$ cat src/rtl/mem_req_arbiter_pkg.sv
// Shared CPU definitions for the memory request arbiter:
// owner encoding, access size encoding and default depth.
package mem_req_arbiter_pkg;

    typedef enum logic {
        OWN_INST = 1'b0,
        OWN_DATA = 1'b1
    } owner_e;

    typedef enum logic [1:0] {
        SIZE_BYTE = 2'd0,
        SIZE_HALF = 2'd1,
        SIZE_WORD = 2'd2
    } size_e;

    typedef enum logic {
        ST_IDLE = 1'b0,
        ST_HOLD = 1'b1
    } arb_state_e;

    localparam int OUTSTANDING_DEF = 2;

endpackage

$ cat src/rtl/mem_req_arbiter_if.sv
// SRAM-like request/response bus shared by both masters
// and the memory slave port.
interface mem_req_arbiter_if
    import mem_req_arbiter_pkg::*;
();
    logic        req;
    logic        wr;
    size_e       size;
    logic [31:0] addr;
    logic [3:0]  wstrb;
    logic [31:0] wdata;
    logic        addr_ok;
    logic        data_ok;
    logic [31:0] rdata;

    modport master (
        output req, wr, size, addr, wstrb, wdata,
        input  addr_ok, data_ok, rdata
    );

    modport slave (
        input  req, wr, size, addr, wstrb, wdata,
        output addr_ok, data_ok, rdata
    );
endinterface

$ cat src/rtl/owner_fifo.sv
// In-order FIFO of 1-bit transaction owners, one entry per
// request accepted by the slave and not yet answered.
module owner_fifo #(
    parameter int DEPTH = 2
) (
    input  logic clk,
    input  logic reset,
    input  logic i_push,
    input  logic i_din,
    input  logic i_pop,
    output logic o_dout,
    output logic o_full,
    output logic o_empty
);
    localparam int PW = (DEPTH > 1) ? $clog2(DEPTH) : 1;
    localparam int CW = $clog2(DEPTH + 1);

    logic [DEPTH-1:0] r_mem;
    logic [PW-1:0]    r_wptr;
    logic [PW-1:0]    r_rptr;
    logic [CW-1:0]    r_cnt;
    logic             w_push;
    logic             w_pop;

    function automatic logic [PW-1:0] ptr_inc(input logic [PW-1:0] p);
        return (p == PW'(DEPTH - 1)) ? '0 : p + 1'b1;
    endfunction

    assign o_full  = (r_cnt == CW'(DEPTH));
    assign o_empty = (r_cnt == '0);
    assign o_dout  = r_mem[r_rptr];
    assign w_pop   = i_pop & ~o_empty;
    assign w_push  = i_push & (~o_full | w_pop);

    always_ff @(posedge clk or posedge reset) begin
        if (reset) begin
            r_mem  <= '0;
            r_wptr <= '0;
            r_rptr <= '0;
            r_cnt  <= '0;
        end else begin
            if (w_push) begin
                r_mem[r_wptr] <= i_din;
                r_wptr        <= ptr_inc(r_wptr);
            end
            if (w_pop) begin
                r_rptr <= ptr_inc(r_rptr);
            end
            case ({w_push, w_pop})
                2'b10:   r_cnt <= r_cnt + 1'b1;
                2'b01:   r_cnt <= r_cnt - 1'b1;
                default: r_cnt <= r_cnt;
            endcase
        end
    end
endmodule

$ cat src/rtl/mem_req_arbiter.sv
// Two-master (inst/data) arbiter onto one sram-like slave port,
// routing responses back by an in-order owner FIFO.
module mem_req_arbiter
    import mem_req_arbiter_pkg::*;
#(
    parameter int OUTSTANDING = OUTSTANDING_DEF
) (
    input  logic                 clk,
    input  logic                 reset,
    mem_req_arbiter_if.slave     inst,
    mem_req_arbiter_if.slave     data,
    mem_req_arbiter_if.master    mem
);
    arb_state_e r_state;
    arb_state_e w_state_nxt;
    owner_e     r_hold_owner;
    owner_e     w_grant;
    logic       w_sel_req;
    logic       w_mem_req;
    logic       w_accept;
    logic       w_pop;
    logic       w_head;
    logic       w_full;
    logic       w_empty;
    logic       r_err;

    always_ff @(posedge clk or posedge reset) begin
        if (reset) begin
            r_state      <= ST_IDLE;
            r_hold_owner <= OWN_INST;
        end else begin
            r_state <= w_state_nxt;
            if (r_state == ST_IDLE) begin
                r_hold_owner <= w_grant;
            end
        end
    end

    always_comb begin
        w_state_nxt = r_state;
        case (r_state)
            ST_IDLE: if (w_mem_req && !mem.addr_ok) w_state_nxt = ST_HOLD;
            ST_HOLD: if (mem.addr_ok) w_state_nxt = ST_IDLE;
            default: w_state_nxt = ST_IDLE;
        endcase
    end

    // Grant is frozen while a stalled request waits for addr_ok.
    always_comb begin
        if (r_state == ST_HOLD) begin
            w_grant = r_hold_owner;
        end else if (data.req) begin
            w_grant = OWN_DATA;
        end else begin
            w_grant = OWN_INST;
        end
        w_sel_req = (w_grant == OWN_DATA) ? data.req : inst.req;
        w_mem_req = w_sel_req & ~w_full & ~reset;
        mem.req   = w_mem_req;
        if (w_grant == OWN_DATA) begin
            mem.wr    = data.wr;
            mem.size  = data.size;
            mem.addr  = data.addr;
            mem.wstrb = data.wstrb;
            mem.wdata = data.wdata;
        end else begin
            mem.wr    = inst.wr;
            mem.size  = inst.size;
            mem.addr  = inst.addr;
            mem.wstrb = inst.wstrb;
            mem.wdata = inst.wdata;
        end
        inst.addr_ok = w_accept & (w_grant == OWN_INST);
        data.addr_ok = w_accept & (w_grant == OWN_DATA);
    end

    assign w_accept     = w_mem_req & mem.addr_ok;
    assign w_pop        = mem.data_ok & ~w_empty;
    assign inst.data_ok = w_pop & (w_head == OWN_INST);
    assign data.data_ok = w_pop & (w_head == OWN_DATA);
    assign inst.rdata   = mem.rdata;
    assign data.rdata   = mem.rdata;

    // A response with nothing outstanding is a slave protocol error.
    always_ff @(posedge clk or posedge reset) begin
        if (reset) begin
            r_err <= 1'b0;
        end else if (mem.data_ok && w_empty) begin
            r_err <= 1'b1;
        end
    end

    owner_fifo #(
        .DEPTH (OUTSTANDING)
    ) u_fifo (
        .clk     (clk),
        .reset   (reset),
        .i_push  (w_accept),
        .i_din   (w_grant),
        .i_pop   (w_pop),
        .o_dout  (w_head),
        .o_full  (w_full),
        .o_empty (w_empty)
    );
endmodule

$ cat src/flat_wrapper.sv
// flat-port wrapper written by rule: the top's interface ports become plain ports
module mem_req_arbiter_flat import mem_req_arbiter_pkg::*;
#(
    parameter int OUTSTANDING = OUTSTANDING_DEF
)
  (clk, reset, inst_req, inst_wr, inst_size, inst_addr, inst_wstrb, inst_wdata, inst_addr_ok, inst_data_ok, inst_rdata, data_req, data_wr, data_size, data_addr, data_wstrb, data_wdata, data_addr_ok, data_data_ok, data_rdata, mem_req, mem_wr, mem_size, mem_addr, mem_wstrb, mem_wdata, mem_addr_ok, mem_data_ok, mem_rdata);
  mem_req_arbiter_if inst_i ();
  mem_req_arbiter_if data_i ();
  mem_req_arbiter_if mem_i ();
  input  logic clk;
  input  logic reset;
  input wire logic [$bits(inst_i.req)-1:0] inst_req;
  input wire logic [$bits(inst_i.wr)-1:0] inst_wr;
  input wire logic [$bits(inst_i.size)-1:0] inst_size;
  input wire logic [$bits(inst_i.addr)-1:0] inst_addr;
  input wire logic [$bits(inst_i.wstrb)-1:0] inst_wstrb;
  input wire logic [$bits(inst_i.wdata)-1:0] inst_wdata;
  output wire logic [$bits(inst_i.addr_ok)-1:0] inst_addr_ok;
  output wire logic [$bits(inst_i.data_ok)-1:0] inst_data_ok;
  output wire logic [$bits(inst_i.rdata)-1:0] inst_rdata;
  input wire logic [$bits(data_i.req)-1:0] data_req;
  input wire logic [$bits(data_i.wr)-1:0] data_wr;
  input wire logic [$bits(data_i.size)-1:0] data_size;
  input wire logic [$bits(data_i.addr)-1:0] data_addr;
  input wire logic [$bits(data_i.wstrb)-1:0] data_wstrb;
  input wire logic [$bits(data_i.wdata)-1:0] data_wdata;
  output wire logic [$bits(data_i.addr_ok)-1:0] data_addr_ok;
  output wire logic [$bits(data_i.data_ok)-1:0] data_data_ok;
  output wire logic [$bits(data_i.rdata)-1:0] data_rdata;
  output wire logic [$bits(mem_i.req)-1:0] mem_req;
  output wire logic [$bits(mem_i.wr)-1:0] mem_wr;
  output wire logic [$bits(mem_i.size)-1:0] mem_size;
  output wire logic [$bits(mem_i.addr)-1:0] mem_addr;
  output wire logic [$bits(mem_i.wstrb)-1:0] mem_wstrb;
  output wire logic [$bits(mem_i.wdata)-1:0] mem_wdata;
  input wire logic [$bits(mem_i.addr_ok)-1:0] mem_addr_ok;
  input wire logic [$bits(mem_i.data_ok)-1:0] mem_data_ok;
  input wire logic [$bits(mem_i.rdata)-1:0] mem_rdata;
  assign inst_i.req = inst_req;
  assign inst_i.wr = inst_wr;
  assign inst_i.size = inst_size;
  assign inst_i.addr = inst_addr;
  assign inst_i.wstrb = inst_wstrb;
  assign inst_i.wdata = inst_wdata;
  assign inst_addr_ok = inst_i.addr_ok;
  assign inst_data_ok = inst_i.data_ok;
  assign inst_rdata = inst_i.rdata;
  assign data_i.req = data_req;
  assign data_i.wr = data_wr;
  assign data_i.size = data_size;
  assign data_i.addr = data_addr;
  assign data_i.wstrb = data_wstrb;
  assign data_i.wdata = data_wdata;
  assign data_addr_ok = data_i.addr_ok;
  assign data_data_ok = data_i.data_ok;
  assign data_rdata = data_i.rdata;
  assign mem_req = mem_i.req;
  assign mem_wr = mem_i.wr;
  assign mem_size = mem_i.size;
  assign mem_addr = mem_i.addr;
  assign mem_wstrb = mem_i.wstrb;
  assign mem_wdata = mem_i.wdata;
  assign mem_i.addr_ok = mem_addr_ok;
  assign mem_i.data_ok = mem_data_ok;
  assign mem_i.rdata = mem_rdata;
  mem_req_arbiter #(.OUTSTANDING(OUTSTANDING)) u_core (.clk(clk), .reset(reset), .inst(inst_i), .data(data_i), .mem(mem_i));
endmodule
$ cat config.mk
export PLATFORM = sky130hd
export DESIGN_NAME = mem_req_arbiter_flat
export DESIGN_NICKNAME = d
export VERILOG_FILES = /design/src/rtl/mem_req_arbiter_pkg.sv /design/src/rtl/mem_req_arbiter_if.sv /design/src/rtl/owner_fifo.sv /design/src/rtl/mem_req_arbiter.sv /design/src/flat_wrapper.sv
export SDC_FILE = /design/constraint.sdc
export NUM_CORES = 1
export LEC_CHECK = 0
export ABC_AREA = 1
export CAP_MARGIN = 10
export CORE_AREA = 2 2 124 126
export CTS_CLUSTER_DIAMETER = 200
export DETAILED_ROUTE_END_ITERATION = 10
export DIE_AREA = 0 0 126 128
export SYNTH_ARGS = -nofsm -noshare
export SYNTH_HDL_FRONTEND = slang
export SYNTH_SLANG_ARGS = --single-unit
$ cat constraint.sdc
create_clock -name clk -period 1.73 [get_ports clk]
set_clock_uncertainty 0.15 [all_clocks]
set_input_delay 0.346 -clock clk [delete_from_list [all_inputs] [get_ports clk]]
set_output_delay 0.346 -clock clk [all_outputs]
set_load 0.01 [all_outputs]
==> results.txt, run 1 <==
- The run finished, with violations left.
* Violated checks: setup timing
- Number of nets with antenna violations after detailed routing: 0
- Walking the worst path, the cells encountered are inv_2 -> nand2_4 -> nand2_8 -> buf_12 -> inv_16 -> buf_12 -> buf_16 -> nand2_2 -> nand2_1 -> buf_2.
- Setup repair after global routing could not meet its margin everywhere.
* Routed len/inst: 15.6 um
- CTS hold repair buffers: 0
* Synthesized area per cell: approximately 5.3 um^2
- The clock reaches the later pin of the worst-skew pair after between 200 and 250 ps.
* CP arrival: between 1500 and 2000 ps
* Dpl cells: just under 700
* Slowest cell on the critical path: sky130_fd_sc_hd__dfrtp_2
* Fraction of layout cells with a size suffix above 1: about 40%
- In the routed design, unresolved DRC markers number 0.
* Net count of the mapped netlist: about 530
- Pwr/cell area: 798 nW/um^2
- Final HPWL DP: slightly above 7000 um
- Final cell area excluding filler cells: 4670 um^2
* Longest individual stage delay on the worst path: 430 ps
- Critical path type: flop to primary output
- In this run the critical register-to-register path is launched from u_core.r_state$_DFF_PP0_.
- Number of cells on the worst reg-to-reg path: 11
* Buffer cell driving the clock tree root: sky130_fd_sc_hd__clkbuf_16
- Entering global routing, the biggest net connects 13 pins.
- Final std cells w/o fill: 728
* Slack of the worst reg-to-reg path: -280 ps
- Worst IR drop on VDD: ~0.00055 V
- Starting density of the core: approximately 12%
* Number of antenna violations at the first check in global routing: 0
* Cell area after synthesis: approximately 1800 um^2
- Hold violation total from the final report: 0
- The region available for standard cell placement spans between 10000 and 15000 um^2.
- After layout, the worst setup slack is -327 ps.
- Static leakage power: 2.35 nW
- STA classifies the critical path startpoint as a flop.
- From bottom edge to top edge, the die measures ~130 um.
- CTS tree: built
- Synthesis inferred 8 register bits.
- The longest clock path from root to sink contains 2 buffers.
- In this run the count of I/O pins placed on the die edge is 320.
* Worst-Margin Slew: around 220 ps
* Area Growth Syn to Fin: 158%
- Cell Area, Placed: 3880 um^2
* Cell mode on critical path: sky130_fd_sc_hd__buf_12
* Cell count after synthesis: 345
- For this block, the routed nets add up to between 10000 and 15000 um of wire.
- In this run the tightest slew margin relative to its limit is 85.5%.
- Maximum operating frequency: 486 MHz
- Shortest period the worst path allows: around 2100 ps
- The floorplan step defined a die boundary enclosing about 16000 um^2.
* Crit end category: primary output
- CTS built an H-tree with a depth of 1.
- Counting distinct cell types in the post-synthesis netlist gives 19.
- Clock slew at reported path FFs: roughly 40 ps
- Tot Pwr: 3.73 mW
- For this run, the detailed router's first-pass iteration total came to 4.
- Number of global-route vias before repair: ~2700
- Count of clock tree sinks: 8
- After the first detailed-routing iteration, the DRC count stood at 47.
- Counting the fill cells in the layout gives 1617.
- Global routing consumed, over all layers together, between 10 and 15% of the routing resources.
- Total congestion overflow after global routing: 0
* Startpoint of the most critical setup path: u_core.r_state$_DFF_PP0_
- Of all nets on the critical path, the largest fanout is 7.
* Portion of the clock cycle consumed by the worst path in the final layout: 119%
- Before CTS, the worst setup slack after placement is -864 ps.
* Max capacitance violation total: 0
* Count of buffers from port buffering: between 200 and 250
- Diode count: 0
* Die X: 126 um
- The sequential cells in the finished layout cover a total of a little over 200 um^2.
- The multi-input combinational cells in the finished layout cover a total of between 1000 and 1500 um^2.
- Row Count: 45
- Routability-driven placement finished with a final weighted congestion of between 0.7 and 0.8.
- In the final design database the tool counted around 720 nets.
- Clock tree synthesis inserted a total of 3 buffers.
- At the worst endpoint, the required time is 1230 ps.
- Yosys warns: 0
- The worst register-to-register path ends at u_core.u_fifo.r_cnt[1]$_DFFE_PP0P_.
- Utilization after layout: 31.4%
* Final number of setup-violating endpoints: between 70 and 80
- Sequential element share of the synthesized area: roughly 11%
- The routed layout has between 2000 and 3000 vias.
* Total count of max-transition violations in the final report: 0
- Dividing the detail-routed via count by the number of cells gives about 3.7.
- Global-route wire length before repair: 15400 um
* HP Class: primary input to asynchronous set/reset pin
[area by class of cell]
cell class | count | area share, %
flip-flops and latches | 8 | 4.31
clock buffers | 3 | 1.61
inverters | 10 | 1.23
well taps | 188 | 5.03
multi-input cells | 248 | 29.3
repair buffers | 271 | 58.5
[layer usage]
metal | part of all wire [%] | track usage [%] | vias to the layer above
met3 | 9.4 | 4.67 | 30
met2 | 49 | 22.4 | 165
met4 | 1.9 | 2.52 | 0
met1 | 40 | 14.3 | 1147
met5 | 0 | 0 | -
li1 | - | - | 1370
[where the power goes]
group	internal (mW)	switching (mW)
combinational	1.65	1.36
sequential	0.271	0.0623
clock	0.298	0.0885
total	2.22	1.51
[worst max-delay path, delay by kind of cell (launching register included)]
| kind | cells | cell delay, ps |
|---|---|---|
| simple gates | 4 | 240 |
| buf+inv | 6 | 670 |
| flops | 1 | 430 |
[kinds of logic (layout without fill, tap and decap cells)]
family	count (synthesis)	count (layout)	share of synthesized area [%]
AOI/OAI and AO/OA	6	6	2.28
xor gates and xnor gates	3	3	1.45
adders and majority gates	1	1	0.690
buffers and inverters	89	284	33.8
DFF	8	8	11.0
and+or+nand+nor	238	238	50.8
[what timing repair did]
action / CTS / global route
gates cloned: 11 / 3
gates resized for setup: 402 / 70
setup endpoints to repair: 78 / 77
buffers inserted: 19 / 2
pin swaps: 12 / 12
[worst max-delay path by stage]
stage	endpoint	depth (start not counted)
6_report	mem_wdata[27]	10
5_1_grt	mem_addr[28]	10
4_1_cts	mem_addr[4]	9
3_5_place_dp	mem_wstrb[0]	7
3_3_place_gp	mem_wstrb[0]	7
2_1_floorplan	u_core.u_fifo.r_cnt[1]$_DFFE_PP0P_	8
[cell usage in the layout (no fill, tap or decap), drive strengths merged, types with 2 or more instances in the layout]
cell type      synthesis  layout
nand2                226     226
o21ai                  4       4
dfrtp                  8       8
clkdlybuf4s50          0     144
a21oi                  2       2
dlygate4sd2            0       3
nor2                   6       6
buf                   79     120
xor2                   2       2
nand4                  4       4
inv                   10       9
clkbuf                 0       6
[synth_stat cells]
cell type / number / area, um^2
sky130_fd_sc_hd__xor2_1: 2 / 17.5
sky130_fd_sc_hd__a21oi_1: 1 / 5.00
sky130_fd_sc_hd__a21oi_4: 1 / 16.3
sky130_fd_sc_hd__nand2_1: 223 / 837
sky130_fd_sc_hd__nand3_2: 1 / 10.0
sky130_fd_sc_hd__nor2_1: 6 / 22.5
sky130_fd_sc_hd__dfrtp_1: 8 / 200
sky130_fd_sc_hd__inv_1: 8 / 30.0
sky130_fd_sc_hd__nand4_1: 4 / 25.0
sky130_fd_sc_hd__nand2_2: 3 / 18.8
sky130_fd_sc_hd__buf_2: 9 / 45.0
sky130_fd_sc_hd__inv_2: 2 / 7.51
sky130_fd_sc_hd__o21ai_0: 3 / 15.0
sky130_fd_sc_hd__o21ai_1: 1 / 5.00
sky130_fd_sc_hd__or2_2: 1 / 6.26
sky130_fd_sc_hd__xnor2_1: 1 / 8.76
sky130_fd_sc_hd__ha_1: 1 / 12.5
sky130_fd_sc_hd__buf_4: 69 / 518
sky130_fd_sc_hd__buf_6: 1 / 11.3
[state kept, by name, indices dropped and copies added (netlist names)]
| name | count |
|---|---|
| u_core.u_fifo.r_wptr | 1 |
| u_core.u_fifo.r_mem | 2 |
| u_core.r_state | 1 |
| u_core.u_fifo.r_rptr | 1 |
| u_core.u_fifo.r_cnt | 2 |
| u_core.r_hold_owner | 1 |
[per-stage QoR]
step	TNS, ps	hold WS, ps
4_1_cts	-23800	134
6_report	-20970	138
5_1_grt	-27180	154
3_3_place_gp	-58650	315
3_5_place_dp	-58310	317
2_1_floorplan	0	-23.6
Power figures use the tool's default switching activity.
==> run 2: changes to the inputs <==
--- a/config.mk
+++ b/config.mk
@@ -11,6 +11,7 @@
 export CTS_CLUSTER_DIAMETER = 200
 export DETAILED_ROUTE_END_ITERATION = 10
 export DIE_AREA = 0 0 126 128
+export SKIP_CTS_REPAIR_TIMING = 1
 export SYNTH_ARGS = -nofsm -noshare
 export SYNTH_HDL_FRONTEND = slang
 export SYNTH_SLANG_ARGS = --single-unit
==> run 2 against run 1 <==
The flow still finishes with violations (setup timing). Combinational power fell by 10%. Design area shrank 6.3%. Sequential power about the same. Power fell by 8.2%. Sequential share of layout area grew 0.29 points. Clock power about the same. Largest cell class unchanged. Highest routed layer unchanged.
==> results.txt, run 2 (same netlist as run 1, synthesis figures left out) <==
* Crit end category: primary output
- Dividing the detail-routed wire length by the instance count gives approximately 15 um.
- Cell Chain, Critical Path: inv_4 -> nand2_8 -> nand2_8 -> buf_12 -> clkbuf_16 -> nand2_2 -> nand2_1 -> buf_2
- Clock slew at reported path FFs: about 40 ps
* Pwr/cell area: approximately 800 nW/um^2
- Part of the total power dissipated in sequential elements: 9.8%
- The worst-case IR drop observed on VDD is between 0.0005 and 0.0006 V.
- The final reports fail on setup timing.
* Longest individual stage delay on the worst path: about 440 ps
* Cell mode on critical path: sky130_fd_sc_hd__nand2_8
- Global-route wire length before repair: between 10000 and 15000 um
- The first detailed-routing pass took 4 iterations.
- The tree is rooted in a sky130_fd_sc_hd__clkbuf_16.
- In the final layout, the share of cells above drive strength 1 is 33.8%.
- CTS built an H-tree with a depth of 1.
* Shortest period the worst path allows: roughly 2000 ps
- Setup violations remaining at the end of the flow were counted as 75.
- Per report_power, the clock group accounts for 11.3% of the total.
- Total congestion overflow after global routing: 0
* Commonest cells after routing, fill and taps aside: 176 x sky130_fd_sc_hd__nand2_1, 143 x sky130_fd_sc_hd__clkdlybuf4s50_1, 45 x sky130_fd_sc_hd__buf_2
* Internal power component: approximately 2 mW
* Core Region: about 15000 um^2
* Number of top-level design ports: 320
* Violation count after the first detailed-route iteration: between 90 and 100
- Final WL: between 10000 and 15000 um
* Crit path buf inv count: 4
* Global routing usage summed across all routing layers: about a tenth
- Worst-Margin Slew: 237 ps
* Ratio of routed vias to standard cells: 3.68
- The die is around 130 um wide.
- Leading cell type in the layout, fill and taps excluded: sky130_fd_sc_hd__nand2_1
* Total count of max-transition violations in the final report: 0
- Clock latency at the later pin of the worst-skew pair: 230 ps
* Kind of cell adding the most delay to the critical path: buffers and inverters
- The worst setup path is launched from a flop.
- Hold is met by ~47 ps.
- Largest fanout of any net on the critical path: 6
* Status: finished, violations left
- From synthesis to final layout, the design area changed by 142%.
* Slack of the worst reg-to-reg path: -90 ps
- In the final timing run, aggregate negative setup slack is -17110 ps.
- Static leakage power: ~2.3 nW
- Slowest cell on the critical path: sky130_fd_sc_hd__dfrtp_2
- Tracing the worst setup path back leads to its startpoint at u_core.r_state$_DFF_PP0_.
- In this run the tightest slew margin relative to its limit is about 84%.
* Switching part of the total power: roughly two fifths
* Required time at the worst-slack endpoint: between 1000 and 1500 ps
- The critical path is of the flop to primary output type.
- Filler Cells Inserted: roughly 1600
- For this run, design rule violations remaining after detail routing come to 0.
- For this configuration, the core starts out at a cell density of between 10% and 20%.
- Overall die area: approximately 16000 um^2
- Once layout is complete, the utilization of the core stands at between 20% and 30%.
* Portion of the clock cycle consumed by the worst path in the final layout: 116%
- Once detailed placement completed, the half-perimeter wirelength came to between 7000 and 8000 um.
- The via count of the first global-routing pass was 2462.
- The tightest min-delay check is of the primary input to asynchronous set/reset pin type.
- Setup slack after layout: -283 ps
- Buffer levels on the longest clock path: 2
- The routed layout has 2648 vias.
* Maximum operating frequency: between 400 and 500 MHz
- Largest net degree at the start of global routing: 47
- Final net count: between 700 and 800
* Count of buffers from port buffering: roughly 220
* Diode count: 0
- Max-cap violations in this run came to 0.
* TritonCTS buffer count: 3
- Combinational cells account for around 79% of the total power.
- TritonCTS built the clock tree.
- RSZ-0062 raised after global routing: true
- In this run the remaining antenna-violating nets after routing total 0.
- The floorplan has 45 rows.
* Final estimated routing congestion in global placement: about 0.8
* Psw: roughly 1.4 mW
* Count of clock tree sinks: 8
- Regs by FF count: u_core.u_fifo.r_cnt (2), u_core.u_fifo.r_mem (2)
- Number of antenna violations at the first check in global routing: 0
- Critical R2R Launch: u_core.r_state$_DFF_PP0_
- At the worst endpoint, the arrival time is ~1500 ps.
- The final-report hold violation count is 0.
- Die Height: approximately 130 um
- Total power for the finished layout comes to around 3.4 mW.
- At the placement stage, the worst setup path has a slack of -864 ps.
run 2: per-stage QoR:
stage / instance area, um^2 / cells
floorplan: 1830 / 345
global placement: 3880 / 693
detailed placement: 3880 / 693
CTS: 3960 / 696
global route: 4380 / 720
finish: 4380 / 720
run 2: area by class of cell:
cell class	count	area (um^2)	share of cell area [%]
multi-input combinational	249	1270	29.1
clock buffer	3	75.1	1.72
inverter	10	56.3	1.29
sequential	8	201	4.60
timing repair buffer	262	2540	58.0
tap	188	235	5.38
run 2: final timing paths:
check | depth (start not counted) | endpoint
min | 3 | u_core.r_state$_DFF_PP0_
max in group asynchronous | 3 | u_core.r_state$_DFF_PP0_
max | 8 | mem_addr[21]
max reg2reg | 8 | u_core.u_fifo.r_cnt[1]$_DFFE_PP0P_
min in group clk | 2 | u_core.u_fifo.r_mem[0]$_DFFE_PP0P_
min reg2reg | 2 | u_core.u_fifo.r_mem[0]$_DFFE_PP0P_
run 2: layer usage:
metal  vias to the layer above  part of all wire [%]  GRT usage [%]  wire length, um
met5                         -                     0              0                0
met4                         0                   1.7           2.33              193
met3                        27                    10           5.01             1120
met2                       158                    47           16.3             5230
met1                      1109                    41           11.6             4570
li1                       1354                     -              -                -
run 2: power groups by stage:
| stage | registers, mW | clock network, mW | logic [mW] |
|---|---|---|---|
| CTS | 0.317 | 0.391 | 2.25 |
| detailed placement | 0.319 | 0 | 2.24 |
| global route | 0.346 | 0.408 | 2.94 |
| finish | 0.336 | 0.386 | 2.70 |
| global placement | 0.317 | 0 | 2.24 |
| floorplan | 0.318 | 0 | 1.07 |
run 2: worst min-delay path, delay by kind of cell:
| family | cells | cell delay (ps) |
|---|---|---|
| buffers and inverters | 3 | 410 |
